==> src/rtl/fp_mul_arbiter.sv <==
// fp_mul_arbiter
//   Shares one FP16 x INT4 multiplier pipeline among NUM_REQ requesters.
//   Round-robin arbitration on the request side. A tag FIFO remembers which
//   requester issued each in-flight operation. Results therefore go back to
//   their issuer, in issue order. The arbiter adds no latency in either
//   direction.
//
// Ports
//   clk, rst_n          clock, synchronous active-low reset
//   req_valid/ready     per-requester operation handshake
//   req_fp16, req_int4  packed operands, requester i at [16i+:16] / [4i+:4]
//   rsp_valid/ready     per-requester result handshake (rsp_valid one-hot or 0)
//   rsp_fp16            result data, shared by all requesters
//   mul_in_*            issue side of the multiplier
//   mul_out_*           result side of the multiplier
//   idle                tag FIFO empty and no request pending
//   proto_err           sticky: multiplier produced a result with no tag outstanding
//
// Optional build macro FP_MUL_ARB_STATS_EN
//   Adds the stat_issue_cnt (16 bits per requester) and stat_stall_cnt ports.
//   Both are saturating counters.

module fp_mul_arbiter #(
   parameter  int NUM_REQ   = 4,
   parameter  int TAG_DEPTH = 4,
   localparam int TAG_W     = $clog2(NUM_REQ)
) (
   input  logic                   clk,
   input  logic                   rst_n,
   input  logic [NUM_REQ-1:0]     req_valid,
   output logic [NUM_REQ-1:0]     req_ready,
   input  logic [16*NUM_REQ-1:0]  req_fp16,
   input  logic [4*NUM_REQ-1:0]   req_int4,
   output logic [NUM_REQ-1:0]     rsp_valid,
   input  logic [NUM_REQ-1:0]     rsp_ready,
   output logic [15:0]            rsp_fp16,
   output logic                   mul_in_valid,
   input  logic                   mul_in_ready,
   output logic [15:0]            mul_in_fp16,
   output logic [3:0]             mul_in_int4,
   input  logic                   mul_out_valid,
   output logic                   mul_out_ready,
   input  logic [15:0]            mul_out_fp16,
`ifdef FP_MUL_ARB_STATS_EN
   output logic [16*NUM_REQ-1:0]  stat_issue_cnt,
   output logic [15:0]            stat_stall_cnt,
`endif
   output logic                   idle,
   output logic                   proto_err
);

   localparam int PTR_W = (TAG_DEPTH > 1) ? $clog2(TAG_DEPTH) : 1;

   logic [TAG_W-1:0] prio, grant, next_prio, head;
   logic             any_valid, found, full, empty, can_issue, issue, pop;
   logic [TAG_W:0]   sum;
   logic [PTR_W-1:0] wr_ptr, rd_ptr;
   logic [PTR_W:0]   count;
   logic [TAG_W-1:0] tag_mem [TAG_DEPTH];

   assign any_valid = |req_valid;
   assign empty     = (count == '0);
   assign full      = (count == (PTR_W+1)'(TAG_DEPTH));
   assign head      = tag_mem[rd_ptr];

   // Rotating-priority search: the first valid at or after prio, with wrap.
   always_comb begin
      grant = '0;
      found = 1'b0;
      sum   = '0;
      for (int k = 0; k < NUM_REQ; k++) begin
         sum = {1'b0, prio} + (TAG_W+1)'(k);
         if (sum >= (TAG_W+1)'(NUM_REQ)) sum = sum - (TAG_W+1)'(NUM_REQ);
         if (!found && req_valid[sum[TAG_W-1:0]]) begin
            found = 1'b1;
            grant = sum[TAG_W-1:0];
         end
      end
   end

   assign next_prio = (grant == TAG_W'(NUM_REQ-1)) ? '0 : grant + TAG_W'(1);

   // Response side depends only on the FIFO head and rsp_ready, never on req_valid.
   assign mul_out_ready = !empty && rsp_ready[head];
   assign pop           = mul_out_valid && mul_out_ready;
   assign rsp_fp16      = mul_out_fp16;

   // A pop frees a slot in the same cycle, so a full FIFO can still accept an issue.
   assign can_issue    = !full || pop;
   assign mul_in_valid = any_valid && can_issue;
   assign issue        = mul_in_valid && mul_in_ready;
   assign idle         = empty && !any_valid;

   always_comb begin
      req_ready   = '0;
      rsp_valid   = '0;
      mul_in_fp16 = '0;
      mul_in_int4 = '0;
      if (any_valid) req_ready[grant] = mul_in_ready && can_issue;
      rsp_valid[head] = mul_out_valid && !empty;
      for (int i = 0; i < NUM_REQ; i++) begin
         if (any_valid && grant == TAG_W'(i)) begin
            mul_in_fp16 = req_fp16[16*i +: 16];
            mul_in_int4 = req_int4[4*i +: 4];
         end
      end
   end

   always_ff @(posedge clk) begin
      if (!rst_n) begin
         prio      <= '0;
         wr_ptr    <= '0;
         rd_ptr    <= '0;
         count     <= '0;
         proto_err <= 1'b0;
      end else begin
         if (issue) begin
            wr_ptr <= wr_ptr + PTR_W'(1);
            prio   <= next_prio;
         end
         if (pop) rd_ptr <= rd_ptr + PTR_W'(1);
         case ({issue, pop})
            2'b10:   count <= count + (PTR_W+1)'(1);
            2'b01:   count <= count - (PTR_W+1)'(1);
            default: count <= count;
         endcase
         if (mul_out_valid && empty) proto_err <= 1'b1;
      end
   end

   // Tag storage needs no reset: entries are only read when count says they are live.
   always_ff @(posedge clk) begin
      if (issue) tag_mem[wr_ptr] <= grant;
   end

`ifdef FP_MUL_ARB_STATS_EN
   logic [15:0] issue_cnt [NUM_REQ];
   logic [15:0] stall_cnt;

   always_ff @(posedge clk) begin
      if (!rst_n) begin
         for (int i = 0; i < NUM_REQ; i++) issue_cnt[i] <= '0;
         stall_cnt <= '0;
      end else begin
         for (int i = 0; i < NUM_REQ; i++) begin
            if (issue && grant == TAG_W'(i) && issue_cnt[i] != 16'hFFFF)
               issue_cnt[i] <= issue_cnt[i] + 16'd1;
         end
         if (any_valid && !issue && stall_cnt != 16'hFFFF)
            stall_cnt <= stall_cnt + 16'd1;
      end
   end

   for (genvar i = 0; i < NUM_REQ; i++) begin : g_stat
      assign stat_issue_cnt[16*i +: 16] = issue_cnt[i];
   end
   assign stat_stall_cnt = stall_cnt;
`endif

endmodule

==> config.mk <==
export PLATFORM = sky130hd
export DESIGN_NAME = fp_mul_arbiter
export DESIGN_NICKNAME = d
export VERILOG_FILES = /design/src/rtl/fp_mul_arbiter.sv
export SDC_FILE = /design/constraint.sdc
export NUM_CORES = 1
export LEC_CHECK = 0
export CAP_MARGIN = 20
export CORE_UTILIZATION = 33
export CTS_BUF_LIST = sky130_fd_sc_hd__clkbuf_4 sky130_fd_sc_hd__clkbuf_8
export DETAILED_ROUTE_END_ITERATION = 10
export GPL_ROUTABILITY_DRIVEN = 0
export PLACE_DENSITY_LB_ADDON = 0.1
export SYNTH_ARGS = -nofsm -noshare
export SYNTH_HDL_FRONTEND = slang
export SYNTH_SLANG_ARGS = --single-unit
==> constraint.sdc <==
create_clock -name clk -period 6.1 [get_ports clk]
set_clock_uncertainty 0.2 [all_clocks]
set_input_delay 1.83 -clock clk [delete_from_list [all_inputs] [get_ports clk]]
set_output_delay 1.83 -clock clk [all_outputs]
set_load 0.02 [all_outputs]
==> flow_summary_export.csv <==
group,metric,value,unit
die,die_height,76.7,um
detailed_routing,routed-wl-met3,339,um
die,rows,26,
pwr,p_per_area,248,mW/mm^2
critical_path,crit_path_top_delay_cell,"a221o_1",
place,placed_cell_area,0.00315,sq mm
pwr,swShare,40.7,%
logic_synthesis,syn_inst,231,
timing,max_slew_margin,48.0,%
grt,track_usage,20.7,%
clock_tree,clockBufferDepth,2,
detailed_routing,avgRoutedWirePerCell,14.5,um
detailed_routing,initialDrtViolationCount,72,
critical_path,arrival,3.90,ns
die,ios,156,
pwr,power.switching,0.319,mW
detailed_routing,drt_wl_total,6.09,mm
grt,grt_overflow_total,0,
detailed_routing,wl_met2,3.02,mm
clock_tree,path_clk_slew,0.07,ns
timing,finalSetupViolCount,0,
logic_synthesis,synth_nets,349,
detailed_routing,vias,2102,
detailed_routing,viasPerCell,4.99,
pwr,power_frac_seq,23.3,%
clock_tree,clock_sinks,20,
clock_tree,cts-root-buf,"clkbuf_8",
critical_path,cp.buffers_inverters,6,
logic_synthesis,synth_top_area_cell,"dfxtp_1",
pwr,p_clk_share,11.8,%
die,fp.dieArea,0.00588,sq mm
timing,finalHoldViolCount,0,
pwr,ir_drop,0.121,mV
logic_synthesis,netlist_area,0.00184,sq mm
finish,syn2layout_area_growth,72.1,%
critical_path,cp_top_family,"buffers and inverters",
die,initial_utilization,35.2,%
timing,worst-slew-pin-transition,0.773,ns
finish,fin_nets,470,
logic_synthesis,synth_warnings,0,
clock_tree,insertion_delay,0.25,ns
logic_synthesis,syn_avg_cell_area,7.97,sq um
clock_tree,numCtsBuffers,3,
logic_synthesis,ys_types,36,
critical_path,worst-path-max-fanout,20,
pwr,power.leakage,1.29,nW
finish,drive_gt1_share,19.1,%
clock_tree,cts_tree,"built",
clock_tree,cts_max_level,1,
critical_path,critical-path-max-stage-delay,0.35,ns
detailed_routing,drc,0,
grt,grt_pass1_vias,2020,
timing,max_freq,0.169,GHz
place,portBuffers,123,
timing,period_share,97.2,%
logic_synthesis,yosys-top-cells-area,"dfxtp_1 (13%), edfxtp_1 (13%), a221o_1 (11%)",
critical_path,cp-start-kind,"input port",
logic_synthesis,seq_area_frac_synth,26.1,%
finish,n_antenna_cell,0,
detailed_routing,drt-pass1-iter-count,4,
pwr,intPower,0.466,mW
critical_path,critPathRequiredTime,4.07,ns
logic_synthesis,synth_top_area_share,13.0,%
timing,final.min_clock_period,5.93,ns
critical_path,cp-end-kind,"primary output",
grt,grt_pass1_wl,9.98,mm
run,maxCapViolCount,0,
detailed_routing,antenna_left,0,
pwr,pwr-share-comb,64.9,%
critical_path,cp_cell_sequence,"dlygate4sd2_1 -> a21oi_2 -> nor3_2 -> buf_4 -> buf_4 -> ha_2 -> buf_4 -> and2_1 -> buf_12 -> a221o_1 -> o21ai_1 -> o21ai_1 -> buf_2",
detailed_routing,wl_met1,2.67,mm
place,hpwl,4.81,mm
timing,fin_tns_setup,0,ns
finish,fillers,478,
critical_path,crit_top_cell,"buf_4",
grt,grt_max_degree,29,
grt,antenna_found_initial,0,
die,design.core.area,0.00524,sq mm
critical_path,critPathKind,"input port to primary output",
logic_synthesis,ys_ff_latch,20,
min_path,hp-class,"register to register",
finish,fin_area,0.00317,sq mm
detailed_routing,highest_layer,"met4",
timing,rsz0062_at_grt,"no",
timing,drv_slew,0,
outcome,status,"completed",
die,die_w,76.7,um
through the flow:
step,hold slack (ns),setup slack (ns),util (%),cells,total power [mW]
after global routing,0.321,0.0551,60.5,421,0.844
after global placement,0.248,-1.06,60.0,410,0.707
after CTS,0.274,0.00510,60.2,420,0.785
after detailed placement,0.262,-0.740,60.2,411,0.717
after floorplan,0.260,0.446,-,231,0.492
final,0.272,0.170,60.5,421,0.785
layout by cell type (no fill, tap or decap), types with 3 or more instances in the layout:
master and n:
clkdlybuf4s50_1 98, inv_1 11, buf_12 3, and3_1 10
buf_4 23, nand2_1 29, a21oi_1 8, mux2i_1 4
buf_2 18, nor2_1 11, edfxtp_1 8, a221o_1 20
o21ai_1 39, ha_1 7, dfxtp_1 12, and2_1 5
clkbuf_8 3
worst reg2reg max path, cell delays in order, from the launching register on:
cell      delay [ns]
dfxtp_1         0.38
mux4_2          0.60
mux2i_2         0.28
o221ai_2        0.20
buf_4           0.19
and2_1          0.23
inv_2           0.07
ha_1            0.17
inv_1           0.06
fa_1            0.37
xor2_1          0.16
or3_1           0.31
a21oi_1         0.16
power by group through the flow:
stage | Sequential, mW | Clock, mW | Combinational (mW)
after global routing | 0.187 | 0.100 | 0.557
after floorplan | 0.183 | 0 | 0.309
after CTS | 0.183 | 0.0949 | 0.507
final | 0.183 | 0.0926 | 0.510
after detailed placement | 0.186 | 0 | 0.531
after global placement | 0.185 | 0 | 0.523
sequential cells by signal (all words and copies together) (netlist names), named ones only:
| signal | cells |
|---|---|
| count | 3 |
| prio | 2 |
| proto_err | 1 |
| rd_ptr | 2 |
| tag_mem | 8 |
| wr_ptr | 2 |
metal layers:
| metal | vias up | global-route usage [%] |
|---|---|---|
| met1 | 953 | 26.0 |
| met3 | 10 | 4.05 |
| met2 | 83 | 36.6 |
| met4 | 0 | 4.04 |
| met5 | - | 0 |
| li1 | 1056 | - |
final timing paths:
kind	startpoint	endpoint	slack [ns]	depth (start not counted)
min reg2reg	proto_err	proto_err	0.27	2
max reg2reg	register	count[2]	2.65	12
max	req_valid[1]	mul_in_fp16[12]	0.17	13
min	proto_err	proto_err	0.27	2
what timing repair did:
item	in CTS	in global routing
pin swaps	2	3
buffers inserted	5	1
hold buffers	0	0
resized for setup	90	9
cloned	0	0
hold endpoints to repair	0	0
setup endpoints to repair	24	21
layout make-up:
type                            instances  area, sq um  area share (%)
Multi-Input combinational cell        166         1150            36.2
Timing Repair Buffer                  148         1360            42.8
Sequential cell                        20          480            15.2
Tap cell                               70         87.6            2.76
Inverter                               13         48.8            1.54
Clock buffer                            4         48.8            1.54
cell usage after synthesis (all sizes together):
cell / count
and2: 6
o21a: 2
o22a: 2
or3: 2
and3: 10
clkbuf: 12
ha: 9
edfxtp: 8
nor3b: 1
fa: 1
nor3: 2
a211oi: 1
o31a: 1
nand2b: 2
mux2i: 6
buf: 20
or4: 1
a221o: 20
nor2: 12
nand2: 29
inv: 13
mux4: 2
nor4: 1
o21ai: 42
dfxtp: 12
xnor2: 1
o221ai: 1
a21oi: 9
xor2: 2
nor2b: 1
cell families after synthesis:
group                    after synthesis  synth area share [%]
AO/OA/AOI/OAI                         78                  28.2
AND/OR/NAND/NOR                       67                  17.6
adder cells (fa/ha/maj)               10                  7.20
flip-flops                            20                  26.1
buffers and inverters                 45                  13.4
XOR/XNOR                               3                  1.43
multiplexers                           8                  6.11
(Power assumes the default switching activity.)
